===== src/rtl/mux4to1_pkg.sv =====
// rtl/mux4to1_pkg.sv - shared constants and round-robin pick function for the 4:1 stream merger
//
// Purpose : channel count, select width and the rotate/priority-encode helper
//           used by rr_arb4.
// Ports   : none (package).
package mux4to1_pkg;

  localparam int NUM_CH = 4;
  localparam int SEL_W  = 2;

  // Rotate the request vector so bit ptr lands at position 0, take the lowest
  // set bit, then rotate the one-hot result back into channel order.
  function automatic logic [NUM_CH-1:0] rr_pick(input logic [NUM_CH-1:0] req,
                                                input logic [SEL_W-1:0]  ptr);
    logic [2*NUM_CH-1:0] dbl;
    logic [NUM_CH-1:0]   rot;
    logic [NUM_CH-1:0]   pick;
    logic                found;
    dbl   = {req, req} >> ptr;
    rot   = dbl[NUM_CH-1:0];
    pick  = '0;
    found = 1'b0;
    for (int i = 0; i < NUM_CH; i++) begin
      if (rot[i] && !found) begin
        pick[i] = 1'b1;
        found   = 1'b1;
      end
    end
    dbl = {pick, pick} << ptr;
    return dbl[2*NUM_CH-1:NUM_CH];
  endfunction

endpackage


===== src/rtl/rr_arb4.sv =====
// rtl/rr_arb4.sv - combinational 4-way round-robin grant
//
// Purpose : one-hot grant to the first requester at or above ptr (mod 4).
// Ports   : req_i       eligible requests (already lock-masked)
//           ptr_i       highest-priority channel this cycle
//           gnt_o       one-hot grant, zero when req_i is empty
//           gnt_valid_o at least one request present
module rr_arb4
  import mux4to1_pkg::*;
(
  input  logic [NUM_CH-1:0] req_i,
  input  logic [SEL_W-1:0]  ptr_i,
  output logic [NUM_CH-1:0] gnt_o,
  output logic              gnt_valid_o
);

  assign gnt_o       = rr_pick(req_i, ptr_i);
  assign gnt_valid_o = |req_i;

endmodule


===== src/rtl/mux4to1_rr_stream.sv =====
// rtl/mux4to1_rr_stream.sv - 4:1 round-robin stream merger with one registered output stage
//
// Purpose : merges four valid/ready producer streams into one, tagging each
//           beat with its source channel index in out_sel.
// Option  : MUX4TO1_PKT_LOCK_EN - when defined, a beat with in_last=0 locks
//           arbitration to its channel until that channel sends in_last=1.
// Ports   : clk, rst (sync, active high)
//           in_valid/in_data/in_last/in_ready  four packed producer channels
//           out_valid/out_data/out_sel/out_last/out_ready  merged consumer stream
module mux4to1_rr_stream
  import mux4to1_pkg::*;
#(
  parameter int WIDTH = 8
) (
  input  logic                    clk,
  input  logic                    rst,
  input  logic [NUM_CH-1:0]       in_valid,
  input  logic [NUM_CH*WIDTH-1:0] in_data,
  input  logic [NUM_CH-1:0]       in_last,
  output logic [NUM_CH-1:0]       in_ready,
  output logic                    out_valid,
  input  logic                    out_ready,
  output logic [WIDTH-1:0]        out_data,
  output logic [SEL_W-1:0]        out_sel,
  output logic                    out_last
);

  logic              out_valid_q, out_valid_d;
  logic [WIDTH-1:0]  out_data_q,  out_data_d;
  logic [SEL_W-1:0]  out_sel_q,   out_sel_d;
  logic              out_last_q,  out_last_d;
  logic [SEL_W-1:0]  ptr_q,       ptr_d;

  logic              load;
  logic              xfer;
  logic [NUM_CH-1:0] elig;
  logic [NUM_CH-1:0] gnt;
  logic              gnt_valid;
  logic [SEL_W-1:0]  g_idx;

`ifdef MUX4TO1_PKT_LOCK_EN
  logic lock_q, lock_d;

  // While locked, every accepted beat came from the locked channel, so the
  // output tag already names it; no separate lock-channel register is needed.
  always_comb begin
    elig = in_valid;
    if (lock_q) begin
      elig = in_valid & ({{(NUM_CH-1){1'b0}}, 1'b1} << out_sel_q);
    end
  end
`else
  assign elig = in_valid;
`endif

  rr_arb4 u_arb (
    .req_i       (elig),
    .ptr_i       (ptr_q),
    .gnt_o       (gnt),
    .gnt_valid_o (gnt_valid)
  );

  always_comb begin
    g_idx = '0;
    for (int i = 0; i < NUM_CH; i++) begin
      if (gnt[i]) g_idx = SEL_W'(i);
    end
  end

  assign load     = !out_valid_q || out_ready;
  assign xfer     = gnt_valid && load && !rst;
  assign in_ready = xfer ? gnt : '0;

  always_comb begin
    out_valid_d = out_valid_q;
    out_data_d  = out_data_q;
    out_sel_d   = out_sel_q;
    out_last_d  = out_last_q;
    ptr_d       = ptr_q;
`ifdef MUX4TO1_PKT_LOCK_EN
    lock_d      = lock_q;
`endif
    if (xfer) begin
      // A draining beat is simply overwritten, so drain+load has no bubble.
      out_valid_d = 1'b1;
      out_data_d  = in_data[int'(g_idx)*WIDTH +: WIDTH];
      out_sel_d   = g_idx;
      out_last_d  = in_last[g_idx];
      ptr_d       = g_idx + 2'd1;
`ifdef MUX4TO1_PKT_LOCK_EN
      lock_d      = !in_last[g_idx];
`endif
    end else if (out_ready) begin
      out_valid_d = 1'b0;
    end
  end

  always_ff @(posedge clk) begin
    if (rst) begin
      out_valid_q <= 1'b0;
      out_data_q  <= '0;
      out_sel_q   <= '0;
      out_last_q  <= 1'b0;
      ptr_q       <= '0;
`ifdef MUX4TO1_PKT_LOCK_EN
      lock_q      <= 1'b0;
`endif
    end else begin
      out_valid_q <= out_valid_d;
      out_data_q  <= out_data_d;
      out_sel_q   <= out_sel_d;
      out_last_q  <= out_last_d;
      ptr_q       <= ptr_d;
`ifdef MUX4TO1_PKT_LOCK_EN
      lock_q      <= lock_d;
`endif
    end
  end

  assign out_valid = out_valid_q;
  assign out_data  = out_data_q;
  assign out_sel   = out_sel_q;
  assign out_last  = out_last_q;

endmodule


===== config.mk =====
export PLATFORM = sky130hd
export DESIGN_NAME = mux4to1_rr_stream
export DESIGN_NICKNAME = d
export VERILOG_FILES = /design/src/rtl/mux4to1_pkg.sv /design/src/rtl/rr_arb4.sv /design/src/rtl/mux4to1_rr_stream.sv
export SDC_FILE = /design/constraint.sdc
export NUM_CORES = 1
export LEC_CHECK = 0
export CORE_AREA = 2 2 47 49
export DETAILED_ROUTE_END_ITERATION = 12
export DIE_AREA = 0 0 49 51
export DONT_BUFFER_PORTS = 1
export PLACE_DENSITY = 0.63
export SYNTH_ARGS = -nofsm -noshare
export SYNTH_HDL_FRONTEND = slang
export SYNTH_SLANG_ARGS = --single-unit

===== constraint.sdc =====
create_clock -name clk -period 2.2 [get_ports clk]
set_input_delay 0.11 -clock clk [delete_from_list [all_inputs] [get_ports clk]]
set_output_delay 0.11 -clock clk [all_outputs]
set_load 0.1 [all_outputs]

==> impl_metrics.toml, run 1 <==
[run_status]
status = "finished clean"

[global_routing]
grt_overflow_total = 0
grt_pass1_vias = 956
busiest_layer = "met2"
antenna_found_initial = 0
grt_util_met2 = 0.379
grt_usage = 0.206
grt_pass1_wl_um = 3910
use_met1 = 0.215
grt_max_degree = 12
grt_use_met3 = 0.0439

[floorplanning]
die_area_mm2 = 0.00250
die_w_um = 49
core_mm2 = 0.00206
pin_count = 59
start_util = 0.417
die_height_um = 51
rows = 17

[sta]
fin_crit_sh = 0.856
rsz0062_at_grt = "no"
fin_crit_ns = 1.88
clock_skew_ns = 0.00358
maxSlewViolCount = 0
worst_pin_slew_ns = 0.735
final-hold-violation-count = 0
setup_viol = 0
fmax_mhz = 531
tns_ns = 0
slew_headroom = 0.508

[worst_setup_path]
cp_num_cells = 6
cp_top_family = "buffers and inverters"
critical_path.max_stage_delay_ns = 0.48
cp_max_fo = 10
worstPathRequired_ns = 2.09
r2r_cells = 5
cp_num_buf_inv = 3
worstSetupPathType = "reg2out"
cp-end-kind = "output port"
cpMaxStageDelayCell = "dfxtp_1"
worstReg2RegStart = "ptr_q[1]$_SDFFE_PP0P_"
rrSetupSlack_ns = 0.34
arrival_ns = 1.77
crit_chain = "inv_1, a21oi_1, o221ai_1, buf_4, nor2_2, buf_12"
setup.worst_path.start_class = "flop"
r2r-end = "out_data[1]$_SDFFE_PP0P_"

[power]
total_power_mw = 0.982
p_sw_mw = 0.482
internal_power_mw = 0.500
power_frac_clock = 0.195
worst_ir_drop_vdd_mv = 0.569
power.leakage_nw = 0.417
switching_share = 0.490
comb_power_share = 0.492
cellPowerDensity_mw_per_mm2 = 903
pwr-share-seq = 0.313

[final_layout]
nets = 170
drive_gt1_frac = 0.230
diodes = 0
design_area_mm2 = 0.00109
final_cells = 154
fill_cells = 209
area_growth_pct = 26.3

[detailed_routing]
drt_wl_total_um = 2480
via_count = 936
ant_nets = 0
drt_iter0_markers = 6
drc = 0
first_pass_iters = 4
wl_per_cell_um = 16.1
via_per_inst = 6.08

[worst_hold_path]
whs_path_depth = 2
hp-class = "in2reg"
hold_end = "out_valid$_SDFFE_PP0P_"
min_from = "in_valid[1]"

[placement]
hpwl_um = 1850
gp_congestion = 0.711
dp_cells = 149
port_buffers = 0
placed_area_mm2 = 0.00104

[clock_tree]
post_cts_resized = 0
cts_buffers = 3
path_clk_slew_ns = 0.08
cts_tree = "yes"
clock_latency_ns = 0.29
cts.path.max_buffers = 2
root_buffer = "clkbuf_4"
htree_num_levels = 1
cts.sinks = 14

[synth]
yosysMostFrequentCell = "o221ai_1"
syn_nets = 154
synth_area_um2 = 861
synth_area_leaders = "dfxtp_1 (33%), o221ai_1 (17%), nand2_1 (5.7%)"
syn_area_per_cell_um2 = 7.76
synth_seq_area_share = 0.326
synth.top_cells.by_count = "o221ai_1 (17), dfxtp_1 (14), nand2_1 (13), nor2_1 (13), nand3_1 (8)"
syn_inst = 111
synthFlopType = "dfxtp_1"
synth-warning-count = 0
ys_ff_latch = 14
synth_edf_count = 0
ys_async_sr_fraction = 0
yosysTopAreaCell = "dfxtp_1"
synth_top_area_frac = 0.326
synth.distinct_cells = 28

[run]
max-cap-violations = 0
## kinds of logic after synthesis
group / after synthesis / synth area share
simple gates: 47 / 0.269
compound gates: 37 / 0.334
flops: 14 / 0.326
buf+inv: 12 / 0.0596
mux: 1 / 0.0116
## cell type report
type / count / area [um2] / area share
timing repair buffer: 20 / 190 / 0.175
clock buffer: 4 / 36.3 / 0.0334
sequential: 14 / 280 / 0.258
tap: 28 / 35.0 / 0.0322
inverter: 3 / 11.3 / 0.0104
multi-input combinational: 85 / 534 / 0.491
## metal layers
metal | routed length [um] | part of all wire
met4 | 57 | 0.023
met5 | 0 | 0
met3 | 163 | 0.066
met1 | 997 | 0.40
met2 | 1260 | 0.51
## registers in the layout, summed over array words and instances (netlist names)
signal     flops
out_data       8
out_sel        2
ptr_q          2
out_last       1
out_valid      1
## placed cells by master (no fill, tap or decap), types with 7 or more instances in the layout
cell type,Yosys,final
dfxtp_1,14,14
nor2_1,13,11
nand3_1,8,8
buf_4,0,16
nand2_1,13,13
o221ai_1,17,17
a21oi_1,7,7
## power by group through the flow
stage               combinational, mW  sequential (mW)  clock, mW
floorplan                       0.154            0.550          0
detailed placement              0.481            0.313          0
finish                          0.484            0.307      0.192
CTS                             0.484            0.307      0.195
global route                    0.507            0.310      0.204
global placement                0.477            0.311          0
## what timing repair did
item                                   CTS  global route
endpoints found under the hold margin    4             0
hold buffers                             1             0
setup endpoints to repair                0             0
buffers inserted                         0             0
## worst register-to-register path, cell delays in order (launching register included)
cell,delay [ns]
dfxtp_1,0.48
inv_1,0.17
and2_1,0.19
or3_1,0.52
o32ai_1,0.30
o31ai_1,0.09
## per-stage QoR
step | hold WS (ns) | utilization | worst slack [ns]
final | 0.00642 | 0.527 | 0.318
after CTS | 0.00579 | 0.527 | 0.337
after detailed placement | 0.185 | 0.505 | 0.373
after floorplan | 0.292 | - | -0.122
after global routing | 0.0123 | 0.527 | 0.213
after global placement | 0.183 | 0.505 | 0.395
## how the worst max path moves through the flow
stage,start,to,slack (ns)
after detailed placement,ptr_q[1]$_SDFFE_PP0P_,out_data[1]$_SDFFE_PP0P_,0.37
after global placement,ptr_q[1]$_SDFFE_PP0P_,out_data[1]$_SDFFE_PP0P_,0.39
after global routing,ptr_q[1]$_SDFFE_PP0P_,out_data[1]$_SDFFE_PP0P_,0.21
after CTS,ptr_q[1]$_SDFFE_PP0P_,in_ready[3],0.34
final,ptr_q[1]$_SDFFE_PP0P_,in_ready[3],0.32
after floorplan,out_valid$_SDFFE_PP0P_,in_ready[2],-0.12
No activity file was read; power rests on OpenSTA's default activity.
==> inputs of run 2 (changes only) <==
PLACE_DENSITY = default   (was 0.63)
PLACE_DENSITY_LB_ADDON = 0.25   (was default)
==> run 2 against run 1 <==
Against the previous run:
- cell count shrank 1.3%
- clock power shrank 3%
- worst hold slack gained 0.0019 ns
- power shrank 0.75%
- clock skew grew 0.0091 ns
- combinational power is essentially flat
- worst setup slack lost 0.021 ns
- first-iteration DRC count grew to 4.2 times the previous value
- register-to-register slack is essentially flat
- critical path depth shrank 1
- routed wire length grew 1.1%
- critical path type unchanged
- critical endpoint unchanged
==> impl_metrics.toml, run 2 (synthesized netlist as in run 1, its figures left out) <==
[run_status]
status = "finished clean"

[worst_hold_path]
min_from = "in_data[19]"
whs_path_depth = 2
hp-class = "in2reg"
hold_end = "out_data[3]$_SDFFE_PP0P_"

[floorplanning]
pin_count = 59
core_mm2 = 0.00206
die_area_mm2 = 0.00250
die_height_um = 51
start_util = 0.417
die_w_um = 49
rows = 17

[sta]
rsz0062_at_grt = "no"
fin_crit_sh = 0.865
fin_crit_ns = 1.90
hold_slack_ns = 0.00829
worst_slack_ns = 0.297
fmax_mhz = 525
tns_ns = 0
final-hold-violation-count = 0
worst_pin_slew_ns = 0.718
maxSlewViolCount = 0
slew_headroom = 0.520
clock_skew_ns = 0.0126
setup_viol = 0

[placement]
dp_cells = 147
preCtsSetupSlack_ns = 0.338
hpwl_um = 1890
gp_congestion = 0.834
port_buffers = 0

[worst_setup_path]
arrival_ns = 1.79
rrSetupSlack_ns = 0.33
r2r_cells = 5
worstSetupStartpoint = "ptr_q[1]$_SDFFE_PP0P_"
cp-end-kind = "output port"
cp_max_fo = 10
worstReg2RegStart = "ptr_q[1]$_SDFFE_PP0P_"
worstPathRequired_ns = 2.09
setup.worst_path.start_class = "flop"
worstSetupPathType = "reg2out"
r2r-end = "out_data[1]$_SDFFE_PP0P_"

[power]
power.leakage_nw = 0.408
total_power_mw = 0.975
cellPowerDensity_mw_per_mm2 = 904
worst_ir_drop_vdd_mv = 0.634

[final_layout]
nets = 168
drive_gt1_frac = 0.226
mostFrequentLayoutCells = "o221ai_1 (16), dfxtp_1 (14), buf_4 (14)"
area_growth_pct = 25.3
layout.cells.most_common = "o221ai_1"
largest_reg_flops = 8
diodes = 0
final_cells = 152

[detailed_routing]
via_per_inst = 6.20
ant_nets = 0
drt_iter0_markers = 25
wl_per_cell_um = 16.5
drt_wl_total_um = 2510
drc = 0
first_pass_iters = 4
via_count = 942

[clock_tree]
cts_tree = "yes"
cts.sinks = 14
root_buffer = "clkbuf_4"
postCtsSetupBuffers = 0
clock_latency_ns = 0.29
htree_num_levels = 1
cts_buffers = 3
cts.path.max_buffers = 2
path_clk_slew_ns = 0.09

[global_routing]
antenna_found_initial = 0
grt_overflow_total = 0
grt_pass1_wl_um = 4070
grt_usage = 0.214
grt_pass1_vias = 916
grt_max_degree = 12

[run]
max-cap-violations = 0
run 2: routing by layer:
metal / wire [um] / part of all wire / GRT usage
met2: 1230 / 0.49 / 0.381
met4: 57 / 0.023 / 0.119
met1: 987 / 0.39 / 0.231
met3: 240 / 0.096 / 0.0556
met5: 0 / 0 / 0
run 2: how the worst max path moves through the flow:
stage                                          end  slack (ns)  depth (start not counted)
after CTS                              in_ready[3]        0.11                          5
after global routing                   in_ready[3]        0.15                          5
after floorplan                        in_ready[2]       -0.12                          4
after global placement    out_data[1]$_SDFFE_PP0P_        0.44                          5
after detailed placement  out_data[1]$_SDFFE_PP0P_        0.34                          5
final                                  in_ready[3]        0.30                          5
run 2: area by class of cell:
| class | instances | area, um2 |
|---|---|---|
| fillers | 209 | 985 |
| multi-input cells | 85 | 541 |
| flip-flops and latches | 14 | 280 |
| inverters | 3 | 11.3 |
| clock buffers | 4 | 36.3 |
| repair buffers | 18 | 175 |
| well taps | 28 | 35.0 |
run 2: worst max-delay path: stages, from the launching register on:
cell and delay, ns:
dfxtp_1 0.48, inv_1 0.16, a21oi_1 0.21, o221ai_2 0.27
nor2_2 0.21, buf_12 0.19
run 2: stage by stage:
stage	area (um2)	util
2_1_floorplan	866	-
3_3_place_gp	1030	0.497
3_5_place_dp	1030	0.497
4_1_cts	1070	0.520
5_1_grt	1080	0.523
6_report	1080	0.523
run 2: what timing repair did:
action,CTS,global route
hold buffers,1,0
endpoints found under the hold margin,4,0
resized for setup,0,1
setup endpoints to repair,0,1
run 2: power by group:
part | switching (mW) | internal, mW | leakage [nW]
clock network | 0.0858 | 0.101 | 0.0210
registers | 0.0175 | 0.290 | 0.117
logic | 0.374 | 0.107 | 0.270
